`src/rtl/fp_addmul_seq.sv`:
```
`default_nettype none
// ---- fp_addmul_seq: handshaked IEEE-754 single add/multiply, 5-state FSM, truncating -- rev 1.0 ----
module fp_addmul_seq #(
  parameter int LATENCY_CHECK = 1
) (
  input  logic        clk,
  input  logic        rst,
  input  logic        in_valid,
  output logic        in_ready,
  input  logic [31:0] Float_num_A,
  input  logic [31:0] Float_num_B,
  input  logic        OP_input,
  output logic        out_valid,
  input  logic        out_ready,
  output logic [31:0] Resultado
);

  typedef enum logic [2:0] {
    IDLE  = 3'd0,
    ALIGN = 3'd1,
    EXEC  = 3'd2,
    NORM  = 3'd3,
    DONE  = 3'd4
  } state_t;

  state_t state, state_next;

  logic [31:0]        a_q, b_q;
  logic               op_q;
  logic               sign_q;
  logic               sub_q;
  logic               mzero_q;
  logic signed [9:0]  exp_q;
  logic [23:0]        man_big_q, man_small_q;
  logic [47:0]        acc_q;

  always_ff @(posedge clk) begin
    if (rst) state <= IDLE;
    else     state <= state_next;
  end

  always_comb begin
    state_next = state;
    in_ready   = 1'b0;
    out_valid  = 1'b0;
    case (state)
      IDLE: begin
        in_ready = 1'b1;
        if (in_valid) state_next = ALIGN;
      end
      ALIGN: state_next = EXEC;
      EXEC:  state_next = NORM;
      NORM:  state_next = DONE;
      DONE: begin
        out_valid = 1'b1;
        if (out_ready) state_next = IDLE;
      end
      default: state_next = IDLE;
    endcase
  end

  // Unpack with zero/subnormal flush; for add, order operands by magnitude
  logic [7:0]  ea, eb, big_e, ediff;
  logic [23:0] ma, mb, big_m, small_m, small_sh;
  logic        a_nz, b_nz, a_ge_b;

  always_comb begin
    ea       = a_q[30:23];
    eb       = b_q[30:23];
    a_nz     = (ea != 8'd0);
    b_nz     = (eb != 8'd0);
    ma       = a_nz ? {1'b1, a_q[22:0]} : 24'd0;
    mb       = b_nz ? {1'b1, b_q[22:0]} : 24'd0;
    a_ge_b   = ({ea, ma} >= {eb, mb});
    if (a_ge_b) begin
      big_e   = ea;
      big_m   = ma;
      small_m = mb;
      ediff   = ea - eb;
    end else begin
      big_e   = eb;
      big_m   = mb;
      small_m = ma;
      ediff   = eb - ea;
    end
    small_sh = (ediff >= 8'd25) ? 24'd0 : (small_m >> ediff);
  end

  logic [24:0]       sum;
  logic [4:0]        lz;
  logic [22:0]       sum_sh, man_n;
  logic signed [9:0] exp_n;
  logic              res_zero;
  logic [31:0]       res_n;

  always_comb begin
    sum = acc_q[24:0];
    lz  = 5'd0;
    // Last hit wins, so lz ends up as the distance to the highest set bit
    for (int i = 0; i < 24; i++) begin
      if (sum[i]) lz = 5'(23 - i);
    end
    sum_sh   = sum[22:0] << lz;
    exp_n    = exp_q;
    man_n    = 23'd0;
    res_zero = 1'b0;
    if (op_q) begin
      res_zero = mzero_q;
      if (acc_q[47]) begin
        exp_n = exp_q + 10'sd1;
        man_n = acc_q[46:24];
      end else begin
        man_n = acc_q[45:23];
      end
    end else begin
      res_zero = (sum == 25'd0);
      if (sum[24]) begin
        exp_n = exp_q + 10'sd1;
        man_n = sum[23:1];
      end else begin
        exp_n = exp_q - $signed({5'd0, lz});
        man_n = sum_sh;
      end
    end
    if (res_zero)                res_n = {op_q & sign_q, 31'd0};
    else if (exp_n >= 10'sd255)  res_n = {sign_q, 8'hFF, 23'd0};
    else if (exp_n <= 10'sd0)    res_n = {sign_q, 31'd0};
    else                         res_n = {sign_q, exp_n[7:0], man_n};
  end

  always_ff @(posedge clk) begin
    if (rst) begin
      a_q         <= 32'd0;
      b_q         <= 32'd0;
      op_q        <= 1'b0;
      sign_q      <= 1'b0;
      sub_q       <= 1'b0;
      mzero_q     <= 1'b0;
      exp_q       <= 10'sd0;
      man_big_q   <= 24'd0;
      man_small_q <= 24'd0;
      acc_q       <= 48'd0;
      Resultado   <= 32'd0;
    end else begin
      case (state)
        IDLE: begin
          if (in_valid && in_ready) begin
            a_q  <= Float_num_A;
            b_q  <= Float_num_B;
            op_q <= OP_input;
          end
        end
        ALIGN: begin
          if (op_q) begin
            sign_q      <= a_q[31] ^ b_q[31];
            sub_q       <= 1'b0;
            mzero_q     <= !a_nz || !b_nz;
            exp_q       <= $signed({2'b00, ea}) + $signed({2'b00, eb}) - 10'sd127;
            man_big_q   <= ma;
            man_small_q <= mb;
          end else begin
            sign_q      <= a_ge_b ? a_q[31] : b_q[31];
            sub_q       <= a_q[31] ^ b_q[31];
            mzero_q     <= 1'b0;
            exp_q       <= $signed({2'b00, big_e});
            man_big_q   <= big_m;
            man_small_q <= small_sh;
          end
        end
        EXEC: begin
          if (op_q)
            acc_q <= {24'd0, man_big_q} * {24'd0, man_small_q};
          else if (sub_q)
            acc_q <= {23'd0, {1'b0, man_big_q} - {1'b0, man_small_q}};
          else
            acc_q <= {23'd0, {1'b0, man_big_q} + {1'b0, man_small_q}};
        end
        NORM:    Resultado <= res_n;
        default: ;
      endcase
    end
  end

  generate
    if (LATENCY_CHECK != 0) begin : g_latency_check
      logic [3:0] acc_pipe;
      logic       out_valid_d;
      always_ff @(posedge clk) begin
        if (rst) begin
          acc_pipe    <= 4'd0;
          out_valid_d <= 1'b0;
        end else begin
          acc_pipe    <= {acc_pipe[2:0], in_valid && in_ready};
          out_valid_d <= out_valid;
          assert (acc_pipe[3] == (out_valid && !out_valid_d));
        end
      end
    end
  endgenerate

endmodule
`default_nettype wire

```
`config.mk`:
```
export PLATFORM = sky130hd
export DESIGN_NAME = fp_addmul_seq
export DESIGN_NICKNAME = d
export VERILOG_FILES = /design/src/rtl/fp_addmul_seq.sv
export SDC_FILE = /design/constraint.sdc
export NUM_CORES = 2
export LEC_CHECK = 0
export CORE_UTILIZATION = 35
export CTS_BUF_LIST = sky130_fd_sc_hd__clkbuf_4 sky130_fd_sc_hd__clkbuf_8
export DETAILED_ROUTE_END_ITERATION = 7
export SYNTH_ARGS = -nofsm -noshare
export SYNTH_HDL_FRONTEND = slang
export SYNTH_SLANG_ARGS = --single-unit
export TNS_END_PERCENT = 100
```
`constraint.sdc`:
```
create_clock -name clk -period 8.9 [get_ports clk]
set_clock_uncertainty 0.05 [all_clocks]
set_input_delay 1.335 -clock clk [delete_from_list [all_inputs] [get_ports clk]]
set_output_delay 1.335 -clock clk [all_outputs]
set_load 0.02 [all_outputs]
```
==> results.py <==
metrics = {
    "routing": {
        "drt_iter0_drc": 2493,
        "dr.pass1.iters": 6,
        "drtAntennaViolNets": 0,
        "viasPerCell": 5.42,
        "wl_per_cell_um": 20.1,
        "wirelength_um": 109000,
        "drcViolationCount": 0,
        "vias": 29400,
    },
    "clock_network": {
        "hold_buffers": 0,
        "numCtsBuffers": 41,
        "htreeDepth": 2,
        "clock_latency_ns": 0.63,
        "ctsResizeCount": 0,
        "cts_setup_buffers": 0,
        "cts_tree": "done",
        "cts.sink_count": 209,
        "clockBufferDepth": 3,
        "clk_pin_slew_worst_paths_ns": 0.06,
        "cts-root-buf": "clkbuf_8",
    },
    "floorplan": {
        "core_mm2": 0.0954,
        "die_w_um": 313,
        "die_h_um": 313,
        "num_io_pins": 103,
        "die-area_mm2": 0.0981,
        "num_rows": 113,
        "start_util": 0.355,
    },
    "cells_and_area": {
        "finalNetCount": 4943,
        "area_growth_pct": 9.21,
        "finish.utilization": 0.388,
        "layout_common_cells": "nand2_1 (724), inv_1 (587), fa_1 (487), ha_1 (261), a21oi_1 (230)",
        "drive_gt1_frac": 0.0588,
        "fin_area_mm2": 0.0370,
        "antenna_cells": 0,
        "final_common_cell": "nand2_1",
    },
    "placed_design": {
        "placed_area_mm2": 0.0362,
        "hpwl_um": 86500,
        "gp_congestion": 0.997,
        "port_buffers": 102,
    },
    "job": {
        "drv_cap": 0,
    },
    "grt": {
        "grt_max_degree": 84,
        "track_usage": 0.222,
        "grt_pass1_vias": 29100,
        "grt_pass1_wl_um": 170000,
        "antenna_found_initial": 4,
        "grt_overflow": 0,
    },
    "sta": {
        "rsz0062_at_grt": "no",
        "final.min_clock_period_ns": 8.33,
        "setup_tns_ns": 0,
        "worst_slew_pin_slew_ns": 1.25,
        "slew_violations": 0,
        "whs_ns": 0.403,
        "fmax_mhz": 120,
        "min_period_over_period": 0.936,
        "setup_violations": 0,
        "finalHoldViolCount": 0,
        "slew_headroom": 0.163,
    },
    "setup_path": {
        "arrival_ns": 8.79,
        "timing.reg2reg.setup_slack_ns": 0.57,
        "cp_max_fo": 20,
        "critPathKind": "register to register",
        "crit_required_ns": 9.35,
        "critPathCaptureType": "register",
        "startpoint_type": "register",
    },
    "power": {
        "power.density_mw_per_mm2": 156,
        "p_switching_mw": 2.90,
        "p_leak_nw": 16.2,
        "internal_power_mw": 2.87,
        "clkPwrFrac": 0.183,
        "ir_worst_vdd_mv": 0.195,
        "p_sw_frac": 0.502,
        "power_frac_comb": 0.610,
        "pwr-share-seq": 0.208,
    },
    "yosys": {
        "syn_area_mm2": 0.0339,
        "ys.warnings.count": 0,
        "synth-seq-cells": 209,
        "ys_types": 94,
        "netlist.top_cell.by_area": "fa_1",
        "syn_area_per_cell_um2": 8.16,
        "synth_cells": 4154,
        "synth_area_leaders": "fa_1 (29%), dfxtp_1 (12%), ha_1 (9.6%), nand2_1 (8.0%), inv_1 (6.5%)",
        "synthArstFlopShare": 0,
        "ys_seq_area_frac": 0.123,
        "yosysTopAreaCellShare": 0.288,
        "synth-main-ff-cell": "dfxtp_1",
        "synth_nets": 4971,
        "synth-edff-count": 0,
    },
    "status": {
        "status": "completed",
    },
    "worst_hold_path": {
        "min_path_type": "register to register",
    },
}
registers in the layout (all words and copies together) (netlist names), 3 cells and up:
register     cells
b_q             32
acc_q           48
man_small_q     24
man_big_q       24
state            3
exp_q           10
Resultado       32
a_q             32
layer usage:
metal	global-route usage	routed length (um)
met5	0	27
met4	0.0677	3580
met1	0.301	46500
met2	0.359	50200
met3	0.0388	8350
per-stage QoR:
| step | power [mW] | std cells | setup WS (ns) |
|---|---|---|---|
| after floorplan | 3.60 | 4154 | 1.51 |
| after global placement | 4.65 | 5348 | 0.624 |
| after detailed placement | 4.66 | 5348 | 0.689 |
| after CTS | 5.74 | 5415 | 0.635 |
| after global routing | 6.14 | 5415 | 0.244 |
| final | 5.77 | 5415 | 0.565 |
power groups by stage:
stage / Clock, mW / Combinational (mW) / Sequential, mW
after floorplan: 0 / 2.52 / 1.08
after global placement: 0 / 3.44 / 1.21
after detailed placement: 0 / 3.45 / 1.21
after CTS: 1.07 / 3.47 / 1.19
after global routing: 1.11 / 3.83 / 1.21
final: 1.05 / 3.52 / 1.20
logic make-up (layout without fill, tap and decap cells):
logic type,Yosys count,after routing,share of synthesized area
AND/OR/NAND/NOR,1400,1400,0.187
buffers and inverters,860,856,0.0970
adder cells (fa/ha/maj),748,748,0.384
AO/OA/AOI/OAI,730,730,0.142
flip-flops,209,209,0.123
multiplexers,114,114,0.0433
XOR/XNOR,93,93,0.0240
worst max-delay path, stage by stage, from the launching register on:
cell       delay, ns
dfxtp_1         1.01
buf_4           0.27
nand2_1         0.07
fa_1            0.54
inv_1           0.05
ha_1            0.16
inv_1           0.06
fa_1            0.45
fa_1            0.55
inv_1           0.05
fa_1            0.48
inv_1           0.05
fa_1            0.47
inv_1           0.05
fa_1            0.46
ha_1            0.40
a21o_1          0.21
a21o_1          0.18
a21o_1          0.17
a21o_1          0.18
a21o_1          0.18
a2111oi_0       0.86
o21ai_1         0.29
and3_1          0.28
a2111oi_1       0.41
mux2i_1         0.23
nand2_1         0.06
cells in the mapped netlist, types with 9 or more instances:
cell	number
nand2_1	725
inv_1	587
fa_1	487
ha_1	261
a21oi_1	230
nor2_1	218
dfxtp_1	209
clkbuf_1	207
and2_1	193
o21ai_0	116
nor3_1	75
mux2i_1	69
xnor2_1	69
a21o_1	47
nand3_1	45
a211oi_1	39
o211ai_1	37
buf_1	34
a311oi_1	31
a221oi_1	26
and3_1	26
buf_2	24
xor2_1	24
a31oi_1	23
mux4_2	22
mux2_2	21
nor2b_1	21
nand2b_1	20
nor4_1	19
o21a_1	19
o21ai_1	19
a22oi_1	16
o31ai_1	15
o21bai_1	14
a32o_1	12
a32oi_1	10
nand4_1	9
or3_1	9
worst paths after layout:
path	start	to	cells after the start
min	a_q[12]	a_q[12]	2
max reg2reg	man_big_q[2]	acc_q[44]	26
max	man_big_q[2]	acc_q[44]	26
min reg2reg	a_q[12]	a_q[12]	2
layout make-up:
cell class,instances,area (um2)
inverters,589,2210
flip-flops and latches,209,4190
repair buffers,200,1750
multi-input cells,3085,26500
well taps,1265,1580
fillers,9871,58400
clock inverters,11,108
clock buffers,56,733
(Power assumes the default switching activity.)
